==> src/rtl/ctrl_pkg.sv <==
// Shared types and constants for the core sequencer.
//   state_e      : sequencer FSM states
//   inst_type_e  : decoded instruction class driven by the decoder
//   CAUSE_*      : trap cause encodings reported on trap_cause
//   is_load()/is_store() : classify an inst_type value
package ctrl_pkg;

  localparam int unsigned INST_TYPE_W = 3;

  typedef enum logic [2:0] {
    StStart,
    StFetch,
    StLoad,
    StStore,
    StExec,
    StHalt
  } state_e;

  typedef enum logic [INST_TYPE_W-1:0] {
    INST_ALU    = 3'd0,
    INST_BRANCH = 3'd1,
    INST_JUMP   = 3'd2,
    INST_CSR    = 3'd3,
    INST_LOAD   = 3'd4,
    INST_LOADU  = 3'd5,
    INST_STORE  = 3'd6,
    INST_EBREAK = 3'd7
  } inst_type_e;

  localparam logic [1:0] CAUSE_NONE    = 2'd0;
  localparam logic [1:0] CAUSE_IFU_ERR = 2'd1;
  localparam logic [1:0] CAUSE_LSU_ERR = 2'd2;
  localparam logic [1:0] CAUSE_TIMEOUT = 2'd3;

  function automatic logic is_load(input logic [INST_TYPE_W-1:0] t);
    return (t == INST_LOAD) || (t == INST_LOADU);
  endfunction

  function automatic logic is_store(input logic [INST_TYPE_W-1:0] t);
    return t == INST_STORE;
  endfunction

endpackage

==> src/rtl/ctrl_seq_wait_timer.sv <==
// wait_timer: counts cycles spent waiting for a bus response.
//   clock, reset : posedge clock, synchronous active-high reset
//   clear        : restart from 0 (state change)
//   enable       : count this cycle
//   expire       : count has reached TIMEOUT-1 (never asserted when TIMEOUT == 0)
module wait_timer #(
  parameter int unsigned TIMEOUT = 256,
  parameter int unsigned TO_W    = (TIMEOUT > 0) ? $clog2(TIMEOUT + 1) : 1
) (
  input  logic clock,
  input  logic reset,
  input  logic clear,
  input  logic enable,
  output logic expire
);

  localparam logic [TO_W-1:0] LastCnt = TO_W'(TIMEOUT - 1);

  logic [TO_W-1:0] count_q;

  always_ff @(posedge clock) begin
    if (reset || clear) begin
      count_q <= '0;
    end else if (enable) begin
      count_q <= count_q + TO_W'(1);
    end
  end

  assign expire = (TIMEOUT != 0) && (count_q == LastCnt);

endmodule

==> src/rtl/ctrl_seq.sv <==
// ctrl_seq: multi-cycle core sequencer (fetch -> load | store | exec).
//   clock, reset                 : posedge clock, synchronous active-high reset
//   ifu_respValid/ifu_respErr    : IFU response and bus error
//   lsu_respValid/lsu_respErr    : LSU response and bus error
//   inst_type                    : decoded class of the fetched instruction
//   ifu_reqValid, lsu_reqValid   : bus requests (combinational)
//   lsu_wen, pc_wen, reg_wen     : write strobes (combinational)
//   finished                     : pulse the cycle after a retirement
//   ebreak, trap, trap_cause     : sticky halt reasons
//   cycle_cnt, instret_cnt       : free-running cycle and retired-instruction counters
module ctrl_seq
  import ctrl_pkg::*;
#(
  parameter int unsigned CNT_W   = 64,
  parameter int unsigned TIMEOUT = 256,
  parameter int unsigned TO_W    = (TIMEOUT > 0) ? $clog2(TIMEOUT + 1) : 1
) (
  input  logic                   clock,
  input  logic                   reset,
  input  logic                   ifu_respValid,
  input  logic                   ifu_respErr,
  input  logic                   lsu_respValid,
  input  logic                   lsu_respErr,
  input  logic [INST_TYPE_W-1:0] inst_type,
  output logic                   ifu_reqValid,
  output logic                   lsu_reqValid,
  output logic                   lsu_wen,
  output logic                   pc_wen,
  output logic                   reg_wen,
  output logic                   finished,
  output logic                   ebreak,
  output logic                   trap,
  output logic [1:0]             trap_cause,
  output logic [CNT_W-1:0]       cycle_cnt,
  output logic [CNT_W-1:0]       instret_cnt
);

  state_e           state_q, state_d;
  logic             ifu_inflight_q, lsu_inflight_q;
  logic             ifu_ack, lsu_ack;
  logic             waiting, wait_ack, expire;
  logic             retire, ebreak_set, trap_set;
  logic [1:0]       cause_set;
  logic             finished_q, ebreak_q, trap_q;
  logic [1:0]       cause_q;
  logic [CNT_W-1:0] cycle_q, instret_q;

  // A response only counts when we actually have a request outstanding.
  assign ifu_ack = ifu_respValid & ifu_inflight_q;
  assign lsu_ack = lsu_respValid & lsu_inflight_q;

  assign waiting  = (state_q == StFetch) || (state_q == StLoad) || (state_q == StStore);
  assign wait_ack = (state_q == StFetch) ? ifu_ack : lsu_ack;

  wait_timer #(
    .TIMEOUT (TIMEOUT),
    .TO_W    (TO_W)
  ) u_wait_timer (
    .clock  (clock),
    .reset  (reset),
    .clear  (state_d != state_q),
    .enable (waiting & ~wait_ack),
    .expire (expire)
  );

  // State register
  always_ff @(posedge clock) begin
    if (reset) begin
      state_q <= StStart;
    end else begin
      state_q <= state_d;
    end
  end

  // Next state and event decode
  always_comb begin
    state_d    = state_q;
    retire     = 1'b0;
    ebreak_set = 1'b0;
    trap_set   = 1'b0;
    cause_set  = CAUSE_NONE;
    unique case (state_q)
      StStart: state_d = StFetch;
      StFetch: begin
        if (ifu_ack) begin
          if (ifu_respErr) begin
            state_d   = StHalt;
            trap_set  = 1'b1;
            cause_set = CAUSE_IFU_ERR;
          end else if (is_load(inst_type)) begin
            state_d = StLoad;
          end else if (is_store(inst_type)) begin
            state_d = StStore;
          end else begin
            state_d = StExec;
          end
        end else if (expire) begin
          state_d   = StHalt;
          trap_set  = 1'b1;
          cause_set = CAUSE_TIMEOUT;
        end
      end
      StLoad, StStore: begin
        if (lsu_ack) begin
          if (lsu_respErr) begin
            state_d   = StHalt;
            trap_set  = 1'b1;
            cause_set = CAUSE_LSU_ERR;
          end else if (state_q == StLoad) begin
            state_d = StExec;
          end else begin
            retire  = 1'b1;
            state_d = StFetch;
          end
        end else if (expire) begin
          state_d   = StHalt;
          trap_set  = 1'b1;
          cause_set = CAUSE_TIMEOUT;
        end
      end
      StExec: begin
        retire = 1'b1;
        if (inst_type == INST_EBREAK) begin
          state_d    = StHalt;
          ebreak_set = 1'b1;
        end else begin
          state_d = StFetch;
        end
      end
      StHalt:  state_d = StHalt;
      default: state_d = StStart;
    endcase
  end

  // Request and strobe outputs; held low while reset is asserted.
  always_comb begin
    ifu_reqValid = 1'b0;
    lsu_reqValid = 1'b0;
    lsu_wen      = 1'b0;
    pc_wen       = 1'b0;
    reg_wen      = 1'b0;
    if (!reset) begin
      unique case (state_q)
        StStart: ifu_reqValid = 1'b1;
        StFetch: begin
          if (!ifu_ack) begin
            ifu_reqValid = 1'b1;
          end else if (!ifu_respErr) begin
            pc_wen = 1'b1;
            if (is_load(inst_type)) begin
              lsu_reqValid = 1'b1;
            end else if (is_store(inst_type)) begin
              lsu_reqValid = 1'b1;
              lsu_wen      = 1'b1;
            end else begin
              reg_wen = 1'b1;
            end
          end
        end
        StLoad: begin
          if (!lsu_ack) begin
            lsu_reqValid = 1'b1;
          end else if (!lsu_respErr) begin
            reg_wen = 1'b1;
          end
        end
        StStore: begin
          if (!lsu_ack) begin
            lsu_reqValid = 1'b1;
            lsu_wen      = 1'b1;
          end else if (!lsu_respErr) begin
            ifu_reqValid = 1'b1;
          end
        end
        StExec:  ifu_reqValid = (inst_type != INST_EBREAK);
        default: ;
      endcase
    end
  end

  // Inflight tracking, sticky flags and counters
  always_ff @(posedge clock) begin
    if (reset) begin
      ifu_inflight_q <= 1'b0;
      lsu_inflight_q <= 1'b0;
      finished_q     <= 1'b0;
      ebreak_q       <= 1'b0;
      trap_q         <= 1'b0;
      cause_q        <= CAUSE_NONE;
      cycle_q        <= '0;
      instret_q      <= '0;
    end else begin
      ifu_inflight_q <= ifu_reqValid | (ifu_inflight_q & ~ifu_ack);
      lsu_inflight_q <= lsu_reqValid | (lsu_inflight_q & ~lsu_ack);
      finished_q     <= retire;
      if (ebreak_set) begin
        ebreak_q <= 1'b1;
      end
      if (trap_set && !trap_q) begin
        trap_q  <= 1'b1;
        cause_q <= cause_set;
      end
      if (state_q != StHalt) begin
        cycle_q <= cycle_q + CNT_W'(1);
      end
      if (retire) begin
        instret_q <= instret_q + CNT_W'(1);
      end
    end
  end

  assign finished    = finished_q;
  assign ebreak      = ebreak_q;
  assign trap        = trap_q;
  assign trap_cause  = cause_q;
  assign cycle_cnt   = cycle_q;
  assign instret_cnt = instret_q;

endmodule

==> config.mk <==
export PLATFORM = sky130hd
export DESIGN_NAME = ctrl_seq
export DESIGN_NICKNAME = d
export VERILOG_FILES = /design/src/rtl/ctrl_pkg.sv /design/src/rtl/ctrl_seq_wait_timer.sv /design/src/rtl/ctrl_seq.sv
export SDC_FILE = /design/constraint.sdc
export NUM_CORES = 1
export LEC_CHECK = 0
export CAP_MARGIN = 20
export CORE_ASPECT_RATIO = 1.1
export CORE_UTILIZATION = 47
export DETAILED_ROUTE_END_ITERATION = 10
export PLACE_DENSITY = 0.76
export SKIP_CTS_REPAIR_TIMING = 1
export SYNTH_ARGS = -nofsm -noshare
export SYNTH_HDL_FRONTEND = slang
export SYNTH_SLANG_ARGS = --single-unit
==> constraint.sdc <==
create_clock -name clock -period 2.09 [get_ports clock]
set_clock_uncertainty 0.1 [all_clocks]
set_input_delay 0.3135 -clock clock [delete_from_list [all_inputs] [get_ports clock]]
set_output_delay 0.3135 -clock clock [all_outputs]
set_load 0.01 [all_outputs]
[Yosys cells after proc, flatten, opt, wreduce, memory -nomap -nowiden]
Index checks and enable logic that the tools add are counted.
Storage, ports and cells
  word-level logic and storage cells: 100
  input port bits: 9
  output and inout bits: 138
  register bits after elaboration: 147
Operators by class
  add/sub/neg operators: 3
  eq/ne operators: 13
  multiplexer cells: 56
  bitwise operators: 10
  reductions and logical operators: 8
Operators by type and width (number)
  64-bit by 1-bit adder with 64-bit output (second input constant): 2
  1-bit 2-to-1 mux: 35
  3-bit 2-to-1 mux: 9
  3-bit == test (second input constant): 6
  3-bit case mux with 5 select lines: 1
  1-bit case mux with 2 select lines: 5
  9-bit by 1-bit adder with 9-bit output (second input constant): 1
  9-bit by 8-bit == test with 1-bit output (second input constant): 1
  2-bit 2-to-1 mux: 4
  3-bit by 2-bit == test with 1-bit output (second input constant): 2
  3-bit != test (second input constant): 2
  1-bit AND: 5
  1-bit logical OR: 4
  1-bit case mux with 4 select lines: 1
  2-bit case mux with 2 select lines: 1
  3-bit by 1-bit == test with 1-bit output (second input constant): 1
  3-bit zero test: 1
  3-bit != test: 1
  1-bit NOT: 3
  1-bit bitwise OR: 2
  2-bit OR reduction: 1
  1-bit logical AND: 1
  1-bit zero test: 1

[Longest topological paths before layout]
  depth in word-level cells: 8
  gate-level depth with buffers: 9
  gate-level depth less buffers: 9

[Modules after synthesis]
A second synthesis with hierarchy kept.
Unflattened totals
  cell total of the unflattened synthesis: 886
  area total of the unflattened synthesis: 7313.3 µm²
By module, submodules not included
  ctrl_seq: cells an instance 841, area an instance 6911.6 µm², instances 1, sequential area each 2762.6 µm²
  wait_timer: cells an instance 45, area an instance 401.6 µm², instances 1, sequential area each 180.2 µm²

[Worst setup path after synthesis]
No wires, ideal clock.
  kind: flip-flop to flip-flop
  from: register instret_q[6] (netlist: instret_cnt[6])
  to: register instret_q[43] (netlist: instret_cnt[43])
  arrival: 2112 ps
  slack: -243 ps
  period minus slack after synthesis: 2333 ps
  library setup time: 121 ps
  buffers on the path: 1
  stages on the path, launching flop included: 7
  data required time: 1869 ps
  cell sequence: dfxtp_1 > and4_1 > nand2_2 > or4_4 > buf_6 > nor4_1 > mux2_2
Between the ends
  longest elaborated chain between the ends: 1
Ends and longest elaborated chain
  start: declaration: RTL line ctrl_seq.sv:46  | logic [CNT_W-1:0] cycle_q, instret_q;
  start signal: assignment: RTL line ctrl_seq.sv:207  | instret_q <= instret_q + CNT_W'(1);
  64-bit by 1-bit adder with 64-bit output: RTL line ctrl_seq.sv:207
No other way between the ends.
A chain may end at the register's enable or synchronous reset.

[Worst setup path after layout]
  from: register state_q[2]
  to: register instret_q[42] (netlist: instret_cnt[42])
Between the ends
  longest elaborated chain between the ends: 5
  elaborated cells on any way between the ends: 8
  classes of those cells: 3 x eq/ne; 4 x mux; 1 x reduce/logical
Ends and longest elaborated chain
  start: declaration: RTL line ctrl_seq.sv:38  | state_e state_q, state_d;
  start signal: assignment: RTL line ctrl_seq.sv:69  | state_q <= StStart;
  start signal: assignment: RTL line ctrl_seq.sv:71  | state_q <= state_d;
  3-bit by 2-bit == test with 1-bit output: RTL line ctrl_seq.sv:82, ctrl_seq.sv:109
  1-bit 2-to-1 mux: RTL line ctrl_seq.sv:109  | end else if (state_q == StLoad) begin
  1-bit 2-to-1 mux: RTL line ctrl_seq.sv:105  | if (lsu_respErr) begin
  1-bit 2-to-1 mux: RTL line ctrl_seq.sv:104  | if (lsu_ack) begin
  1-bit case mux with 2 select lines *: RTL line ctrl_seq.sv:82  | unique case (state_q)
Every way passes the cells marked *; elsewhere a longest branch is shown, timed or not.

==> results.sh <==
export IMPL_drtAntennaViolNets=0
export IMPL_grt_antenna_before_repair=0
export IMPL_start_util_pct=47.96
export IMPL_dp_cells=1414
export IMPL_cts_made_buffers=17
export IMPL_root_buffer="clkbuf_16"
export IMPL_rsz0062_at_grt="true"
export IMPL_cts_tree="yes"
export IMPL_ys_warn_count=0
export IMPL_numClockSinks=147
export IMPL_failed_checks="negative setup slack"
export IMPL_die_h_um=134.7
export IMPL_p_per_area_mw_per_mm2=528.2
export IMPL_synth_ff_type="dfxtp_1"
export IMPL_grt_usage_pct=27.90
export IMPL_path_max_fanout=7
export IMPL_routedWlPerCell_um=19.26
export IMPL_io_pins=147
export IMPL_synth_edf_count=0
export IMPL_cp_data_required_time_ps=2340
export IMPL_fin_setup_tns_ps=-6436
export IMPL_grt_max_degree=69
export IMPL_drt_initial_drc_count=1046
export IMPL_clk_pin_slew_ps=70
export IMPL_r2r_cells=7
export IMPL_grt_pass1_vias=7857
export IMPL_clockBufferDepth=2
export IMPL_ff_latch_area_mm2=0.003023
export IMPL_tightest_slew_ps=860.3
export IMPL_dieArea_mm2=0.01651
export IMPL_synth_fp_nets=921
export IMPL_place_ws_ps=-628.1
export IMPL_yosys_area_top_type="dfxtp_1"
export IMPL_ys_seq_area_share_pct=39.14
export IMPL_setup_viol=61
export IMPL_num_rows=48
export IMPL_grt_first_pass_wirelength_mm=37.21
export IMPL_synth_ff_latch_count=147
export IMPL_r2r_end="instret_cnt[42]"
export IMPL_vias_per_cell=6.105
export IMPL_async_flop_share_pct=0
export IMPL_multiInputGateArea_mm2=0.005144
export IMPL_min_period_over_period_pct=112.2
export IMPL_r2r_start="state_q[2]"
export IMPL_dr_pass1_iters=6
export IMPL_cts_max_level=4
export IMPL_netlist_instances=908
export IMPL_final_cell_mix="buf_4 (218), clkdlybuf4s50_1 (138), dfxtp_1 (97)"
export IMPL_cp_endpoint="instret_cnt[42]"
export IMPL_yosysTopAreaCellShare_pct=39.14
export IMPL_dpl_cell_area_mm2=0.01076
export IMPL_synth_area_mm2=0.007518
export IMPL_period_minus_slack_ps=2345
export IMPL_critPathArrivalTime_ps=2590
export IMPL_power_leakage_nw=4.631
export IMPL_drive_above_1_share_pct=37.15
export IMPL_dpl_hpwl_mm=16.16
export IMPL_status="complete, but fails checks"
export IMPL_irDropWorstVdd_mv=0.5448
export IMPL_drc=0
export IMPL_swShare_pct=22.77
export IMPL_layout_setup_ws_ps=-254.7
export IMPL_ys_types=61
export IMPL_stdcell_area_mm2=0.01249
export IMPL_crit_type="reg -> reg"
export IMPL_startpoint="state_q[2]"
export IMPL_fmax_mhz=426.5
export IMPL_diodes=0
export IMPL_rrSetupSlack_ps=-250
export IMPL_synthTopCellsByArea="dfxtp_1 (39%), xnor2_1 (5.4%), nor2_1 (4.8%)"
export IMPL_combPwrFrac_pct=4.9
export IMPL_clkPwrFrac_pct=52.3
export IMPL_clock_latency_ps=430
export IMPL_die_w_um=122.6
export IMPL_core_mm2=0.01568
export IMPL_maxSlewHeadroom_pct=42.51
export IMPL_cap_violations=0
export IMPL_avgSynthCellArea_um2=8.280
export IMPL_nNetsFinal=1284
export IMPL_p_switching_mw=1.503
export IMPL_layout_commonest_cell="buf_4"
export IMPL_vias=9060
export IMPL_finalNonFillerCells=1484
export IMPL_hold_violations=0
export IMPL_gp_congestion=0.8507
export IMPL_overflow=0
export IMPL_internal_power_mw=5.096
export IMPL_cp_start_kind="flip-flop"
export IMPL_syn_to_final_growth_pct=66.18
export IMPL_routed_wl_mm=28.59
export IMPL_drv_slew=0
export IMPL_finalPower_mw=6.599
export IMPL_seqPwrFrac_pct=42.8
export IMPL_portBuffers=146
export IMPL_fillers=966
export IMPL_hold_path_class="in -> reg"
export IMPL_crit_path_end_kind="flip-flop"
power by group through the flow:
stage	Sequential (mW)	Clock, mW	Combinational (mW)
3_5_place_dp	2.89	0	0.265
6_report	2.83	3.45	0.322
3_3_place_gp	2.88	0	0.261
4_1_cts	2.82	3.43	0.268
2_1_floorplan	2.89	0	0.129
5_1_grt	2.83	3.57	0.342
layout make-up:
class,instances,area share (%)
multi-input cells,701,41.17
repair buffers,387,26.89
flip-flops and latches,147,24.19
clock buffers,17,3.405
well taps,200,2.003
clock inverters,15,1.833
inverters,17,0.5107
cell usage after synthesis, types with 4 or more instances:
library cell,instances
nor2b_1,12
inv_1,17
nand3b_1,5
nor2_1,96
nor4b_1,4
or4_1,38
nand2_1,64
and4_1,21
nor3_1,26
and2_1,8
a31o_2,7
mux2_2,11
a21oi_1,71
a31oi_1,4
nor3b_1,5
or3_1,22
o31ai_1,36
clkbuf_1,39
a21boi_0,4
o41ai_1,4
o21ai_0,19
xnor2_1,46
nor4_1,26
buf_6,4
buf_2,5
xor2_1,14
nand3_1,48
nand4_1,40
and3_1,16
ha_1,4
dfxtp_1,147
per-layer routing:
metal	track usage [%]	share of wire [%]	up-vias	wire [um]
li1	-	-	4114	-
met1	34.74	39	4364	11040
met2	48.53	51	478	14640
met3	3.674	6.5	104	1847
met4	10.57	3.7	0	1055
met5	0	0	-	0
worst max-delay path, stage by stage, from the launching register on:
cell	delay (ps)
dfxtp_4	370
buf_8	140
and2b_2	270
a21oi_4	90
buf_8	150
or3_4	460
or4_4	560
a21oi_2	130
how the worst min path moves through the flow:
stage,startpoint,endpoint,slack (ps),depth (start not counted)
after floorplan,u_wait_timer.count_q[1],u_wait_timer.count_q[1],370,2
after global placement,u_wait_timer.count_q[8],u_wait_timer.count_q[8],380,2
after detailed placement,instret_cnt[37],instret_cnt[37],380,2
after CTS,reset,lsu_inflight_q,260,4
after global routing,inst_type[0],ebreak,280,4
final,ifu_respValid,ifu_inflight_q,260,4
metrics by stage:
step | hold WS (ps) | utilization (%)
after global placement | 379.8 | 68.66
after CTS | 262.2 | 72.84
final | 255.9 | 79.71
after floorplan | 370.9 | -
after global routing | 284.2 | 79.71
after detailed placement | 382.0 | 68.66
registers in the layout, summed over array words and instances, names as in the netlist, 2 cells and up:
register	count
cycle_cnt	64
instret_cnt	64
u_wait_timer.count_q	9
state_q	3
trap_cause	2
cell families after synthesis:
group	Yosys count	synth area share [%]
and+or+nand+nor	454	33.77
adders and majority gates	4	0.6657
DFF	147	39.14
muxes	12	1.781
AOI/OAI and AO/OA	164	13.83
buffers and inverters	67	3.828
xor gates and xnor gates	60	6.990
Power figures use the tool's default switching activity.
